[config.mk]
export PLATFORM = sky130hd
export DESIGN_NAME = dmem_arbiter_flat
export DESIGN_NICKNAME = d
export VERILOG_FILES = /design/src/rtl/dmem_arbiter_if.sv /design/src/rtl/dmem_arbiter.sv /design/src/flat_wrapper.sv
export SDC_FILE = /design/constraint.sdc
export NUM_CORES = 1
export LEC_CHECK = 0
export ABC_AREA = 1
export BUFFER_PORTS_ARGS = -buffer_cell sky130_fd_sc_hd__buf_2
export CORE_ASPECT_RATIO = 1.2
export CORE_UTILIZATION = 40
export CTS_CLUSTER_DIAMETER = 50
export DETAILED_ROUTE_END_ITERATION = 6
export HOLD_SLACK_MARGIN = 0.12
export PLACE_DENSITY = 0.72
export SYNTH_ARGS = -nofsm -noshare
export SYNTH_HDL_FRONTEND = slang
export SYNTH_SLANG_ARGS = --single-unit
[constraint.sdc]
create_clock -name clk -period 2.8 [get_ports clk]
set_clock_uncertainty 0.15 [all_clocks]
set_input_delay 0 -clock clk [delete_from_list [all_inputs] [get_ports clk]]
set_output_delay 0 -clock clk [all_outputs]
set_load 0.005 [all_outputs]
[src/rtl/dmem_arbiter_if.sv]
// dmem_arbiter_if
// Bundles the two requester ports and the memory-side bus of dmem_arbiter.
//   Requester n (0 = CPU MEM stage, 1 = loader/debug):
//     reqn/rwn/sizen/addrn/wdatan  requester -> arbiter
//     ackn/errn/rdatan             arbiter -> requester (valid with ackn)
//   Memory side:
//     mem_a/mem_di/mem_size/mem_rw/mem_e  arbiter -> memory
//     mem_do                              memory -> arbiter (combinational)
// modport slave is the arbiter's view; modport master is the environment's.
interface dmem_arbiter_if;
  logic        req0;
  logic        rw0;
  logic [1:0]  size0;
  logic [7:0]  addr0;
  logic [31:0] wdata0;
  logic        ack0;
  logic        err0;
  logic [31:0] rdata0;

  logic        req1;
  logic        rw1;
  logic [1:0]  size1;
  logic [7:0]  addr1;
  logic [31:0] wdata1;
  logic        ack1;
  logic        err1;
  logic [31:0] rdata1;

  logic [7:0]  mem_a;
  logic [31:0] mem_di;
  logic [1:0]  mem_size;
  logic        mem_rw;
  logic        mem_e;
  logic [31:0] mem_do;

  modport slave (
    input  req0, rw0, size0, addr0, wdata0,
    output ack0, err0, rdata0,
    input  req1, rw1, size1, addr1, wdata1,
    output ack1, err1, rdata1,
    output mem_a, mem_di, mem_size, mem_rw, mem_e,
    input  mem_do
  );

  modport master (
    output req0, rw0, size0, addr0, wdata0,
    input  ack0, err0, rdata0,
    output req1, rw1, size1, addr1, wdata1,
    input  ack1, err1, rdata1,
    input  mem_a, mem_di, mem_size, mem_rw, mem_e,
    output mem_do
  );
endinterface

[src/rtl/dmem_arbiter.sv]
// dmem_arbiter
// Round-robin arbiter giving two requesters access to a single byte-addressed
// data memory. Each transaction runs IDLE -> ACCESS -> RESP (legal) or
// IDLE -> RESP (illegal, no memory cycle).
// Ports:
//   clk    rising-edge clock
//   reset  asynchronous, active-high reset
//   bus    dmem_arbiter_if.slave: requester ports 0/1 and memory bus
//   busy   high whenever the FSM is not in IDLE
// Parameter ALIGN_CHECK: 1 rejects misaligned halfword/word accesses,
// 0 permits them. Accesses running past address 0xFF are always rejected.
module dmem_arbiter #(
  parameter bit ALIGN_CHECK = 1'b1
) (
  input  logic           clk,
  input  logic           reset,
  dmem_arbiter_if.slave  bus,
  output logic           busy
);

  typedef enum logic [1:0] {
    IDLE   = 2'd0,
    ACCESS = 2'd1,
    RESP   = 2'd2
  } state_t;

  state_t      state_q, state_d;
  logic        last_grant_q, last_grant_d;
  logic        owner_q, owner_d;
  logic        rw_q, rw_d;
  logic [1:0]  size_q, size_d;
  logic [7:0]  addr_q, addr_d;
  logic [31:0] wdata_q, wdata_d;
  logic        err_q, err_d;
  logic [31:0] rdata_q, rdata_d;

  logic        any_req;
  logic        grant;
  logic        sel_rw;
  logic [1:0]  sel_size;
  logic [7:0]  sel_addr;
  logic [31:0] sel_wdata;
  logic        sel_illegal;

  // Illegal sizes, misalignment (when checked) and running past 0xFF.
  function automatic logic is_illegal(input logic [1:0] size, input logic [7:0] addr);
    logic [8:0] last_byte;
    logic       bad;
    bad       = 1'b0;
    last_byte = {1'b0, addr};
    case (size)
      2'b00: last_byte = {1'b0, addr};
      2'b01: begin
        last_byte = {1'b0, addr} + 9'd1;
        if (ALIGN_CHECK && addr[0]) bad = 1'b1;
      end
      2'b10: begin
        last_byte = {1'b0, addr} + 9'd3;
        if (ALIGN_CHECK && (addr[1:0] != 2'b00)) bad = 1'b1;
      end
      default: bad = 1'b1;
    endcase
    if (last_byte[8]) bad = 1'b1;
    return bad;
  endfunction

  // Round-robin pick: on contention the port that did not win last time wins.
  always_comb begin
    any_req = bus.req0 | bus.req1;
    grant   = 1'b0;
    if (bus.req0 && bus.req1) begin
      grant = ~last_grant_q;
    end else if (bus.req1) begin
      grant = 1'b1;
    end else begin
      grant = 1'b0;
    end
    if (grant) begin
      sel_rw    = bus.rw1;
      sel_size  = bus.size1;
      sel_addr  = bus.addr1;
      sel_wdata = bus.wdata1;
    end else begin
      sel_rw    = bus.rw0;
      sel_size  = bus.size0;
      sel_addr  = bus.addr0;
      sel_wdata = bus.wdata0;
    end
    sel_illegal = is_illegal(sel_size, sel_addr);
  end

  // State and request-latch registers.
  always_ff @(posedge clk or posedge reset) begin
    if (reset) begin
      state_q      <= IDLE;
      last_grant_q <= 1'b1;
      owner_q      <= 1'b0;
      rw_q         <= 1'b0;
      size_q       <= 2'b00;
      addr_q       <= 8'h00;
      wdata_q      <= 32'h0000_0000;
      err_q        <= 1'b0;
      rdata_q      <= 32'h0000_0000;
    end else begin
      state_q      <= state_d;
      last_grant_q <= last_grant_d;
      owner_q      <= owner_d;
      rw_q         <= rw_d;
      size_q       <= size_d;
      addr_q       <= addr_d;
      wdata_q      <= wdata_d;
      err_q        <= err_d;
      rdata_q      <= rdata_d;
    end
  end

  // Next-state logic: latch the winner in IDLE, capture read data in ACCESS.
  always_comb begin
    state_d      = state_q;
    last_grant_d = last_grant_q;
    owner_d      = owner_q;
    rw_d         = rw_q;
    size_d       = size_q;
    addr_d       = addr_q;
    wdata_d      = wdata_q;
    err_d        = err_q;
    rdata_d      = rdata_q;
    case (state_q)
      IDLE: begin
        if (any_req) begin
          owner_d      = grant;
          last_grant_d = grant;
          rw_d         = sel_rw;
          size_d       = sel_size;
          addr_d       = sel_addr;
          wdata_d      = sel_wdata;
          err_d        = sel_illegal;
          // Cleared so illegal accesses and writes return zero data.
          rdata_d      = 32'h0000_0000;
          state_d      = sel_illegal ? RESP : ACCESS;
        end else begin
          state_d = IDLE;
        end
      end
      ACCESS: begin
        if (!rw_q) begin
          rdata_d = bus.mem_do;
        end else begin
          rdata_d = rdata_q;
        end
        state_d = RESP;
      end
      RESP:    state_d = IDLE;
      default: state_d = IDLE;
    endcase
  end

  // Outputs decode from registered state only; reset clears them at once.
  always_comb begin
    bus.mem_a    = 8'h00;
    bus.mem_di   = 32'h0000_0000;
    bus.mem_size = 2'b00;
    bus.mem_rw   = 1'b0;
    bus.mem_e    = 1'b0;
    bus.ack0     = 1'b0;
    bus.err0     = 1'b0;
    bus.rdata0   = 32'h0000_0000;
    bus.ack1     = 1'b0;
    bus.err1     = 1'b0;
    bus.rdata1   = 32'h0000_0000;
    busy         = (state_q != IDLE);
    case (state_q)
      ACCESS: begin
        bus.mem_a    = addr_q;
        bus.mem_di   = wdata_q;
        bus.mem_size = size_q;
        bus.mem_rw   = rw_q;
        bus.mem_e    = rw_q;
      end
      RESP: begin
        if (owner_q) begin
          bus.ack1   = 1'b1;
          bus.err1   = err_q;
          bus.rdata1 = rdata_q;
        end else begin
          bus.ack0   = 1'b1;
          bus.err0   = err_q;
          bus.rdata0 = rdata_q;
        end
      end
      default: begin
        bus.mem_a = 8'h00;
      end
    endcase
  end

endmodule

[src/flat_wrapper.sv]
// flat-port wrapper written by rule: the top's interface ports become plain ports
module dmem_arbiter_flat 
#(
  parameter bit ALIGN_CHECK = 1'b1
)
  (clk, reset, busy, bus_req0, bus_rw0, bus_size0, bus_addr0, bus_wdata0, bus_ack0, bus_err0, bus_rdata0, bus_req1, bus_rw1, bus_size1, bus_addr1, bus_wdata1, bus_ack1, bus_err1, bus_rdata1, bus_mem_a, bus_mem_di, bus_mem_size, bus_mem_rw, bus_mem_e, bus_mem_do);
  dmem_arbiter_if bus_i ();
  input  logic clk;
  input  logic reset;
  output logic busy;
  input wire logic [$bits(bus_i.req0)-1:0] bus_req0;
  input wire logic [$bits(bus_i.rw0)-1:0] bus_rw0;
  input wire logic [$bits(bus_i.size0)-1:0] bus_size0;
  input wire logic [$bits(bus_i.addr0)-1:0] bus_addr0;
  input wire logic [$bits(bus_i.wdata0)-1:0] bus_wdata0;
  output wire logic [$bits(bus_i.ack0)-1:0] bus_ack0;
  output wire logic [$bits(bus_i.err0)-1:0] bus_err0;
  output wire logic [$bits(bus_i.rdata0)-1:0] bus_rdata0;
  input wire logic [$bits(bus_i.req1)-1:0] bus_req1;
  input wire logic [$bits(bus_i.rw1)-1:0] bus_rw1;
  input wire logic [$bits(bus_i.size1)-1:0] bus_size1;
  input wire logic [$bits(bus_i.addr1)-1:0] bus_addr1;
  input wire logic [$bits(bus_i.wdata1)-1:0] bus_wdata1;
  output wire logic [$bits(bus_i.ack1)-1:0] bus_ack1;
  output wire logic [$bits(bus_i.err1)-1:0] bus_err1;
  output wire logic [$bits(bus_i.rdata1)-1:0] bus_rdata1;
  output wire logic [$bits(bus_i.mem_a)-1:0] bus_mem_a;
  output wire logic [$bits(bus_i.mem_di)-1:0] bus_mem_di;
  output wire logic [$bits(bus_i.mem_size)-1:0] bus_mem_size;
  output wire logic [$bits(bus_i.mem_rw)-1:0] bus_mem_rw;
  output wire logic [$bits(bus_i.mem_e)-1:0] bus_mem_e;
  input wire logic [$bits(bus_i.mem_do)-1:0] bus_mem_do;
  assign bus_i.req0 = bus_req0;
  assign bus_i.rw0 = bus_rw0;
  assign bus_i.size0 = bus_size0;
  assign bus_i.addr0 = bus_addr0;
  assign bus_i.wdata0 = bus_wdata0;
  assign bus_ack0 = bus_i.ack0;
  assign bus_err0 = bus_i.err0;
  assign bus_rdata0 = bus_i.rdata0;
  assign bus_i.req1 = bus_req1;
  assign bus_i.rw1 = bus_rw1;
  assign bus_i.size1 = bus_size1;
  assign bus_i.addr1 = bus_addr1;
  assign bus_i.wdata1 = bus_wdata1;
  assign bus_ack1 = bus_i.ack1;
  assign bus_err1 = bus_i.err1;
  assign bus_rdata1 = bus_i.rdata1;
  assign bus_mem_a = bus_i.mem_a;
  assign bus_mem_di = bus_i.mem_di;
  assign bus_mem_size = bus_i.mem_size;
  assign bus_mem_rw = bus_i.mem_rw;
  assign bus_mem_e = bus_i.mem_e;
  assign bus_i.mem_do = bus_mem_do;
  dmem_arbiter #(.ALIGN_CHECK(ALIGN_CHECK)) u_core (.clk(clk), .reset(reset), .bus(bus_i), .busy(busy));
endmodule
Word level (Yosys, flattened, before mapping)
Index checks and enable logic that the tools add are counted.

Add/sub/neg operators: 2. Equality and inequality tests: 6. Multiplexer cells: 33. Bitwise operators: 2. Reduce and logical (&&, ||, !) cells: 8.

Operators with widths (number): $mux W32 (8); $pmux W32 S2 (1); $pmux W9 S2 (1); $mux W8 (2); $mux W1 (15); $add A8 B1 Y9 const B (1); $add A8 B2 Y9 const B (1); $mux W2 (4); $reduce_bool A2 Y1 (3); $eq A2 B1 Y1 const B (2); $eq A2 B2 Y1 const B (2); $logic_not A2 Y1 (2); $pmux W2 S2 (1); $pmux W1 S3 (1); $reduce_and A3 Y1 (1); $ne A2 B1 Y1 const B (1); $ne A2 B2 Y1 const B (1); $reduce_and A2 Y1 (1); $logic_and A1 B1 Y1 (1); $not A1 Y1 (1); $or A1 B1 Y1 (1).

Register bits: 80. Input bits: 122. Output and inout port bits: 113. Word-level logic and storage cells: 60.

Longest topological paths before layout
Gate-level depths: netlist of the first run.

Word-level depth: 10. Depth in mapped cells: 13. Depth with buffers taken out: 13.

Least setup slack after synthesis of the first run
No wires, ideal clock.

Path type: register -> register. Start point: register u_core.last_grant_q. End point: register u_core.state_q[1]. Setup time: 0.130 ns. Arrival: 1.860 ns. Required time: 2.520 ns. Path slack: 0.660 ns. Cell stages (with the launch flop): 14. Path buffers: 0. Period minus slack after synthesis: 2.140 ns. Cell sequence: dfstp_2 -> nand2_4 -> nand2_8 -> inv_4 -> or2_1 -> o21ai_1 -> ha_1 -> ha_1 -> nand3_1 -> nand2_1 -> nand3_1 -> nand2_1 -> nand2_1 -> nand2_1.

Cells in the longest elaborated chain, start to end: 10. Elaborated cells between the ends (all ways): 18. Classes of those cells: 2 x add/sub; 2 x eq/ne; 11 x mux; 1 x bitwise; 2 x reduce/logical.

Ends and longest elaborated chain: start, declared (line dmem_arbiter.sv:28) `logic last_grant_q, last_grant_d;`; start signal, assigned (line dmem_arbiter.sv:106) `last_grant_q <= last_grant_d;`; $not A1 Y1 (*) (line dmem_arbiter.sv:72) `grant = ~last_grant_q;`; $mux W1 (*) (line dmem_arbiter.sv:71) `if (bus.req0 && bus.req1) begin`; branches (longest 4 deep; another with $add A8 B2 Y9); $mux W1 (*) (line dmem_arbiter.sv:63) `if (last_byte[8]) bad = 1'b1;`; $mux W2 (*) (line dmem_arbiter.sv:140) `state_d = sel_illegal ? RESP : ACCESS;`; $mux W2 (*) (line dmem_arbiter.sv:130) `if (any_req) begin`; $pmux W2 S2 (*) (line dmem_arbiter.sv:128) `case (state_q)`; net u_core.state_d[1] (line dmem_arbiter.sv:27) `state_t state_q, state_d;`; end signal, assigned (line dmem_arbiter.sv:105) `state_q <= state_d;`; end, declared (line dmem_arbiter.sv:27).

Mark *: on every way through the listed nets, which the timed path passes. A chain may end at the register's enable or synchronous reset.

Worst setup path in the final report of the first run
Start point: register u_core.last_grant_q. End point: register u_core.size_q[0].

Cells in the longest elaborated chain, start to end: 3.

Ends and longest elaborated chain: $not A1 Y1 (line dmem_arbiter.sv:72); $mux W1 (line dmem_arbiter.sv:71); $mux W2 (line dmem_arbiter.sv:78) `if (grant) begin`; end signal, assigned (line dmem_arbiter.sv:109) `size_q <= size_d;`; end, declared (line dmem_arbiter.sv:31) `logic [1:0] size_q, size_d;`.

Every way passes these cells.

==> impl_metrics.csv, run 1 <==
group,metric,value,unit
outcome,status,"finished, final reports clean",
power_and_ir_drop,power,6.364,mW
sta,rsz0062_at_grt,"no",
clock_network,clk_latency,0.33,ns
logic_synthesis,synth_nets,692,
logic_synthesis,synth_area_leaders,"dfrtp_1 43%, nor2_1 12%, o22ai_2 8.5%",
sta,period_needed,2.659,ns
global_route,antenna_found_initial,0,
floorplanning,die_h,118.9,um
floorplanning,start_util,41.11,%
logic_synthesis,syn_inst,566,
sta,hold_viol_final,0,
clock_network,tritoncts,"built",
clock_network,clk_pin_slew_worst_paths,0.07,ns
clock_network,cts_num_sinks,80,
routing,final_antenna_net_count,0,
sta,setup_viol,0,
routing,first_iter_violations,196,
placed_design,port_buffers,234,
logic_synthesis,yosysWarnings,0,
power_and_ir_drop,power_density,856.7,nW/um^2
final_layout,fin_nets,1044,
floorplanning,die_width,99.45,um
final_layout,final_cell_mix,"234 x buf_2, 150 x nor2_1, 132 x dlygate4sd3_1",
global_route,grt_pass1_wl,23.07,mm
floorplanning,core_area,11090,um^2
critical_path,cp.required,2.87,ns
logic_synthesis,synth-seq-cells,80,
logic_synthesis,yosysUniqueCellTypes,28,
placed_design,hpwl,9.056,mm
sta,finalMaxSlewViolations,0,
final_layout,num_antenna_cells,0,
logic_synthesis,syn_avg_cell_area,8.053,um^2
final_layout,fin_util,66.99,%
placed_design,dp_worst_setup_slack,0.4486,ns
global_route,grt_use_total,24.66,%
critical_path,start_kind,"flop",
global_route,grt_pass1_vias,4863,
clock_network,numCtsBuffers,9,
clock_network,cts-root-buf,"clkbuf_16",
floorplanning,fp-row-count,42,
final_layout,area_growth,62.97,%
sta,hold_ws,0.1233,ns
logic_synthesis,yosysTopAreaCellShare,43.37,%
clock_network,htreeDepth,3,
sta,finalSetupTns,0,ns
routing,drt_wl_total,14.81,mm
sta,worst_slew_pin_slew,1.005,ns
power_and_ir_drop,p_leak,3.901,nW
routing,wl_per_cell,13.75,um
logic_synthesis,ys_seq_area_share,43.95,%
critical_path,r2r_slack,0.14,ns
routing,drc_errors,0,
sta,fin_ws,0.1407,ns
job,drv_cap,0,
routing,vias,5169,
placed_design,gp_congestion,0.7888,
global_route,grt.overflow.total,0,
logic_synthesis,synth_area_leader_cell,"dfrtp_1",
final_layout,layout_commonest_cell,"buf_2",
global_route,grt_max_degree,52,
sta,fmax,376.0,MHz
sta,slew_headroom,32.94,%
final_layout,drive_gt1_share,36.51,%
clock_network,clockBufferDepth,2,
sta,fin_crit_sh,94.98,%
critical_path,cp.arrival,2.73,ns
min_path,hold_class,"in -> reg",
floorplanning,pin_count,235,
critical_path,path_class,"reg -> reg",
routing,drt-pass1-iter-count,5,
logic_synthesis,netlist_area,4558,um^2
critical_path,critical_path_peak_fanout,11,
floorplanning,dieArea,11830,um^2
routing,viasPerCell,4.799,
critical_path,worst_setup_path_end_kind,"flop",
power_and_ir_drop,ir_drop,0.4192,mV
-- routing by layer --
metal / vias up / global-route usage (%) / wire length [um] / share of wire [%]
met5: - / 0 / 0 / 0
met4: 0 / 11.31 / 516 / 3.5
met3: 41 / 4.695 / 1021 / 6.9
met2: 255 / 43.75 / 7370 / 50
met1: 2397 / 28.46 / 5903 / 40
li1: 2476 / - / - / -
-- cells by family after synthesis --
| group | count (synthesis) | synth area share, % |
|---|---|---|
| AND/OR/NAND/NOR | 236 | 21.55 |
| AO/OA/AOI/OAI | 114 | 20.31 |
| adder cells (fa/ha/maj) | 4 | 1.098 |
| buffers and inverters | 132 | 13.09 |
| flip-flops | 80 | 43.95 |
-- per-stage QoR --
stage,cells,area (um^2)
after floorplan,566,4558
after global placement,928,5786
after detailed placement,928,5786
after CTS,1076,7413
after global routing,1077,7428
final,1077,7428
-- power breakdown --
part,switching [mW],internal (mW),leakage [nW]
logic,1.85,1.49,2.74
clock network,0.467,0.718,0.145
registers,0.162,1.68,1.02
-- Yosys cell counts --
cell      number
o21ai_1       42
nand2_2        2
nand2_8        1
buf_4          2
inv_4          1
nor2_1       150
o21ai_2       32
o21ai_0        7
clkinv_1       1
or2_1          1
nor2_4         1
inv_1         91
nand2_1       37
buf_2          9
nand2_4        1
inv_2          1
o22ai_1        2
ha_1           4
clkbuf_1       4
buf_6         10
dfstp_2        1
nand3_1       41
dfrtp_1       79
o22ai_2       31
nor2_2         1
inv_6          1
nand3b_1       1
buf_1         12
-- registers in the layout, summed over array words and instances, names as in the netlist --
register             count
u_core.addr_q            8
u_core.err_q             1
u_core.last_grant_q      1
u_core.owner_q           1
u_core.rdata_q          32
u_core.rw_q              1
u_core.size_q            2
u_core.state_q           2
u_core.wdata_q          32
-- cell type report --
type	instances	area, um^2
Timing Repair Buffer	377	2587
Tap cell	154	192.7
Multi-Input combinational cell	355	1973
Sequential cell	80	2003
Fill cell	855	3660
Clock buffer	10	239.0
Inverter	95	365.4
Clock inverter	6	67.56
-- path summary, 6_finish.rpt --
path                                                  from                            end  cells after the start
setup reg to reg           u_core.last_grant_q$_DFFE_PP1P_   u_core.size_q[0]$_DFFE_PP0P_                      8
min in group asynchronous                            reset  u_core.wdata_q[5]$_DFFE_PP0P_                      4
setup / recovery           u_core.last_grant_q$_DFFE_PP1P_   u_core.size_q[0]$_DFFE_PP0P_                      8
hold / removal                                    bus_req1     u_core.owner_q$_DFFE_PP0P_                      5
hold reg to reg                   u_core.err_q$_DFFE_PP0P_       u_core.err_q$_DFFE_PP0P_                      2
max in group asynchronous                            reset  u_core.wdata_q[9]$_DFFE_PP0P_                      5
-- timing repair --
action                                  in CTS  in global routing
endpoints found under the setup margin       0                  1
endpoints found under the hold margin      159                  0
hold buffers                               132                  0
resized for setup                            0                  1
setup buffers                                0                  0
-- critical path: stages (launching register included) --
cell           delay (ns)
dfstp_2              0.55
nand2_4              0.11
nand2_8              0.16
inv_4                0.05
or2_1                0.22
o21ai_2              0.09
dlygate4sd3_1        0.57
o21ai_1              0.06
dlygate4sd3_1        0.58
No activity file was read; power rests on OpenSTA's default activity.
==> run 2, diff against run 1 <==
--- a/config.mk
+++ b/config.mk
@@ -12,7 +12,7 @@
 export CTS_CLUSTER_DIAMETER = 50
 export DETAILED_ROUTE_END_ITERATION = 6
 export HOLD_SLACK_MARGIN = 0.12
-export PLACE_DENSITY = 0.72
+export PLACE_DENSITY = 0.77
 export SYNTH_ARGS = -nofsm -noshare
 export SYNTH_HDL_FRONTEND = slang
 export SYNTH_SLANG_ARGS = --single-unit
==> run 2 against run 1 <==
  * First-iteration DRC count increased by 5.6%
  * Global-route usage increased by 0.88 points
  * Wire length increased by 1.3%
  * Hold slack got worse by 0.039 ns
  * Sequential cell count unchanged
  * Cell count increased by 0.28%
  * Utilization increased by 0.36 points
  * Via count decreased by 0.29%
  * Die area unchanged
  * Critical path type unchanged
  * Largest cell class unchanged
  * Highest routed layer unchanged
==> impl_metrics.csv, run 2 (synthesis gave the netlist of run 1 again) <==
group,metric,value,unit
critical_path,r2r-start,"u_core.last_grant_q$_DFFE_PP1P_",
critical_path,start_kind,"flop",
critical_path,reg2regPathDepth,8,
sta,finalMaxSlewViolations,0,
job,drv_cap,0,
final_layout,fin_nets,1047,
final_layout,final_area,7468,um^2
placed_design,dp_cells,928,
critical_path,worst_setup_path_end_kind,"flop",
clock_network,htreeDepth,3,
routing,final_antenna_net_count,0,
min_path,holdPathEnd,"u_core.owner_q$_DFFE_PP0P_",
critical_path,path_class,"reg -> reg",
floorplanning,start_util,41.11,%
min_path,hold_start,"bus_req1",
clock_network,tritoncts,"built",
clock_network,clk_latency,0.33,ns
global_route,grt_max_degree,52,
sta,setup_viol,0,
power_and_ir_drop,power_density,862.5,nW/um^2
power_and_ir_drop,pwr-share-comb,51.6,%
critical_path,crit_path_max_incr_delay,0.59,ns
min_path,hold_class,"in -> reg",
routing,viasPerCell,4.772,
min_path,whs_path_depth,5,
floorplanning,dieArea,11830,um^2
clock_network,numCtsBuffers,9,
final_layout,area_growth,63.85,%
floorplanning,die_h,118.9,um
sta,hold_ws,0.08392,ns
sta,fmax,378.1,MHz
floorplanning,pin_count,235,
final_layout,num-fill-cells,834,
routing,drc_errors,0,
placed_design,hpwl,9.001,mm
final_layout,reg_top3,"u_core.rdata_q x32, u_core.wdata_q x32, u_core.addr_q x8",
placed_design,gp_congestion,0.7847,
global_route,grt.overflow.total,0,
floorplanning,fp-row-count,42,
sta,fin_crit_sh,94.45,%
floorplanning,die_width,99.45,um
sta,period_needed,2.645,ns
sta,fin_ws,0.1555,ns
global_route,grt_pass1_vias,5099,
critical_path,cp.required,2.87,ns
power_and_ir_drop,power,6.441,mW
routing,vias,5154,
placed_design,post_dp_cell_area,5786,um^2
clock_network,cts-root-buf,"clkbuf_16",
placed_design,dp_worst_setup_slack,0.4634,ns
critical_path,crit_chain,"nand2_4 > nand2_8 > inv_4 > or2_1 > o21ai_1 > dlygate4sd3_1 > o21ai_1 > dlygate4sd3_1",
clock_network,clockBufferDepth,2,
placed_design,port_buffers,234,
power_and_ir_drop,p_clk_share,19.7,%
power_and_ir_drop,p_int,3.989,mW
clock_network,clk_pin_slew_worst_paths,0.06,ns
sta,slew_headroom,32.03,%
critical_path,critical_path_peak_fanout,10,
sta,rsz0062_at_grt,"no",
critical_path,r2r_slack,0.16,ns
critical_path,slowest_stage,"dlygate4sd3_1",
floorplanning,core_area,11090,um^2
sta,finalSetupTns,0,ns
final_layout,drive_gt1_share,36.29,%
routing,drt-pass1-iter-count,5,
critical_path,reg2reg_to,"u_core.size_q[0]$_DFFE_PP0P_",
power_and_ir_drop,switchingPower,2.452,mW
routing,drt_wl_total,15.00,mm
power_and_ir_drop,swShare,38.07,%
final_layout,fin_util,67.36,%
final_layout,num_antenna_cells,0,
sta,hold_viol_final,0,
final_layout,final_cell_mix,"234 x buf_2, 150 x nor2_1, 133 x dlygate4sd3_1",
routing,first_iter_violations,207,
global_route,grt_use_total,25.54,%
sta,worst_slew_pin_slew,1.018,ns
critical_path,cp.arrival,2.71,ns
final_layout,layout_commonest_cell,"buf_2",
clock_network,cts_num_sinks,80,
power_and_ir_drop,ir_drop,0.5023,mV
power_and_ir_drop,p_leak,3.932,nW
global_route,antenna_found_initial,0,
final_layout,fin_cells,1080,
outcome,status,"finished, final reports clean",
global_route,grt_pass1_wl,23.74,mm
power_and_ir_drop,power_frac_seq,28.8,%
routing,wl_per_cell,13.89,um
-- run 2: cell count changes in the layout (fill, tap and decap cells not counted) --
cell,change
buf_4,+2
clkinv_4,-1
clkbuf_1,+2
buf_6,+1
dlygate4sd3_1,+1
clkinvlp_4,-2
clkbuf_8,+1
inv_6,-1
o21ai_1,+1
o21ai_2,-1
bufinv_16,+1
nand2_4,-1
-- run 2: final cells by class --
cell class	instances	area (um^2)	area share [%]
clock buffers	13	260.3	3.485
clock inverters	3	65.06	0.8712
inverters	95	365.4	4.892
multi-input cells	354	1958	26.22
flip-flops and latches	80	2003	26.82
well taps	154	192.7	2.580
repair buffers	381	2624	35.13
-- run 2: worst max-delay path by stage --
stage / cells past startpoint / slack [ns] / startpoint / to
6_report: 8 / 0.16 / u_core.last_grant_q$_DFFE_PP1P_ / u_core.size_q[0]$_DFFE_PP0P_
5_1_grt: 8 / 0.004 / u_core.last_grant_q$_DFFE_PP1P_ / u_core.size_q[0]$_DFFE_PP0P_
4_1_cts: 8 / 0.15 / u_core.last_grant_q$_DFFE_PP1P_ / u_core.size_q[0]$_DFFE_PP0P_
3_5_place_dp: 13 / 0.46 / u_core.last_grant_q$_DFFE_PP1P_ / u_core.state_q[1]$_DFF_PP0_
3_3_place_gp: 13 / 0.51 / u_core.last_grant_q$_DFFE_PP1P_ / u_core.state_q[1]$_DFF_PP0_
2_1_floorplan: 1 / 0.60 / reset / u_core.addr_q[0]$_DFFE_PP0P_
-- run 2: routing by layer --
metal | GRT usage, % | vias up | wire length, um
met5 | 0 | - | 0
met4 | 14.15 | 0 | 541
met3 | 6.279 | 46 | 1097
met2 | 45.36 | 261 | 7464
met1 | 27.51 | 2365 | 5894
li1 | - | 2482 | -
-- run 2: worst max-delay path, delay by kind of cell, from the launching register on --
kind                   cells  cell delay (ns)
buffers and inverters      3             1.22
AND/OR/NAND/NOR            3             0.42
flip-flops                 1             0.56
AO/OA/AOI/OAI              2             0.18
-- run 2: what timing repair did --
item / CTS / global route
resized for setup: 0 / 1
endpoints found under the hold margin: 137 / 0
endpoints found under the setup margin: 0 / 3
buffers inserted: 0 / 3
hold buffers: 133 / 0
-- run 2: power by group through the flow --
stage                     clock [mW]  sequential, mW  combinational, mW
after detailed placement           0            1.86               2.63
final                           1.27            1.85               3.32
after floorplan                    0            1.82               2.02
after global placement             0            1.84               2.58
after CTS                       1.29            1.84               3.23
after global routing            1.35            1.90               3.65
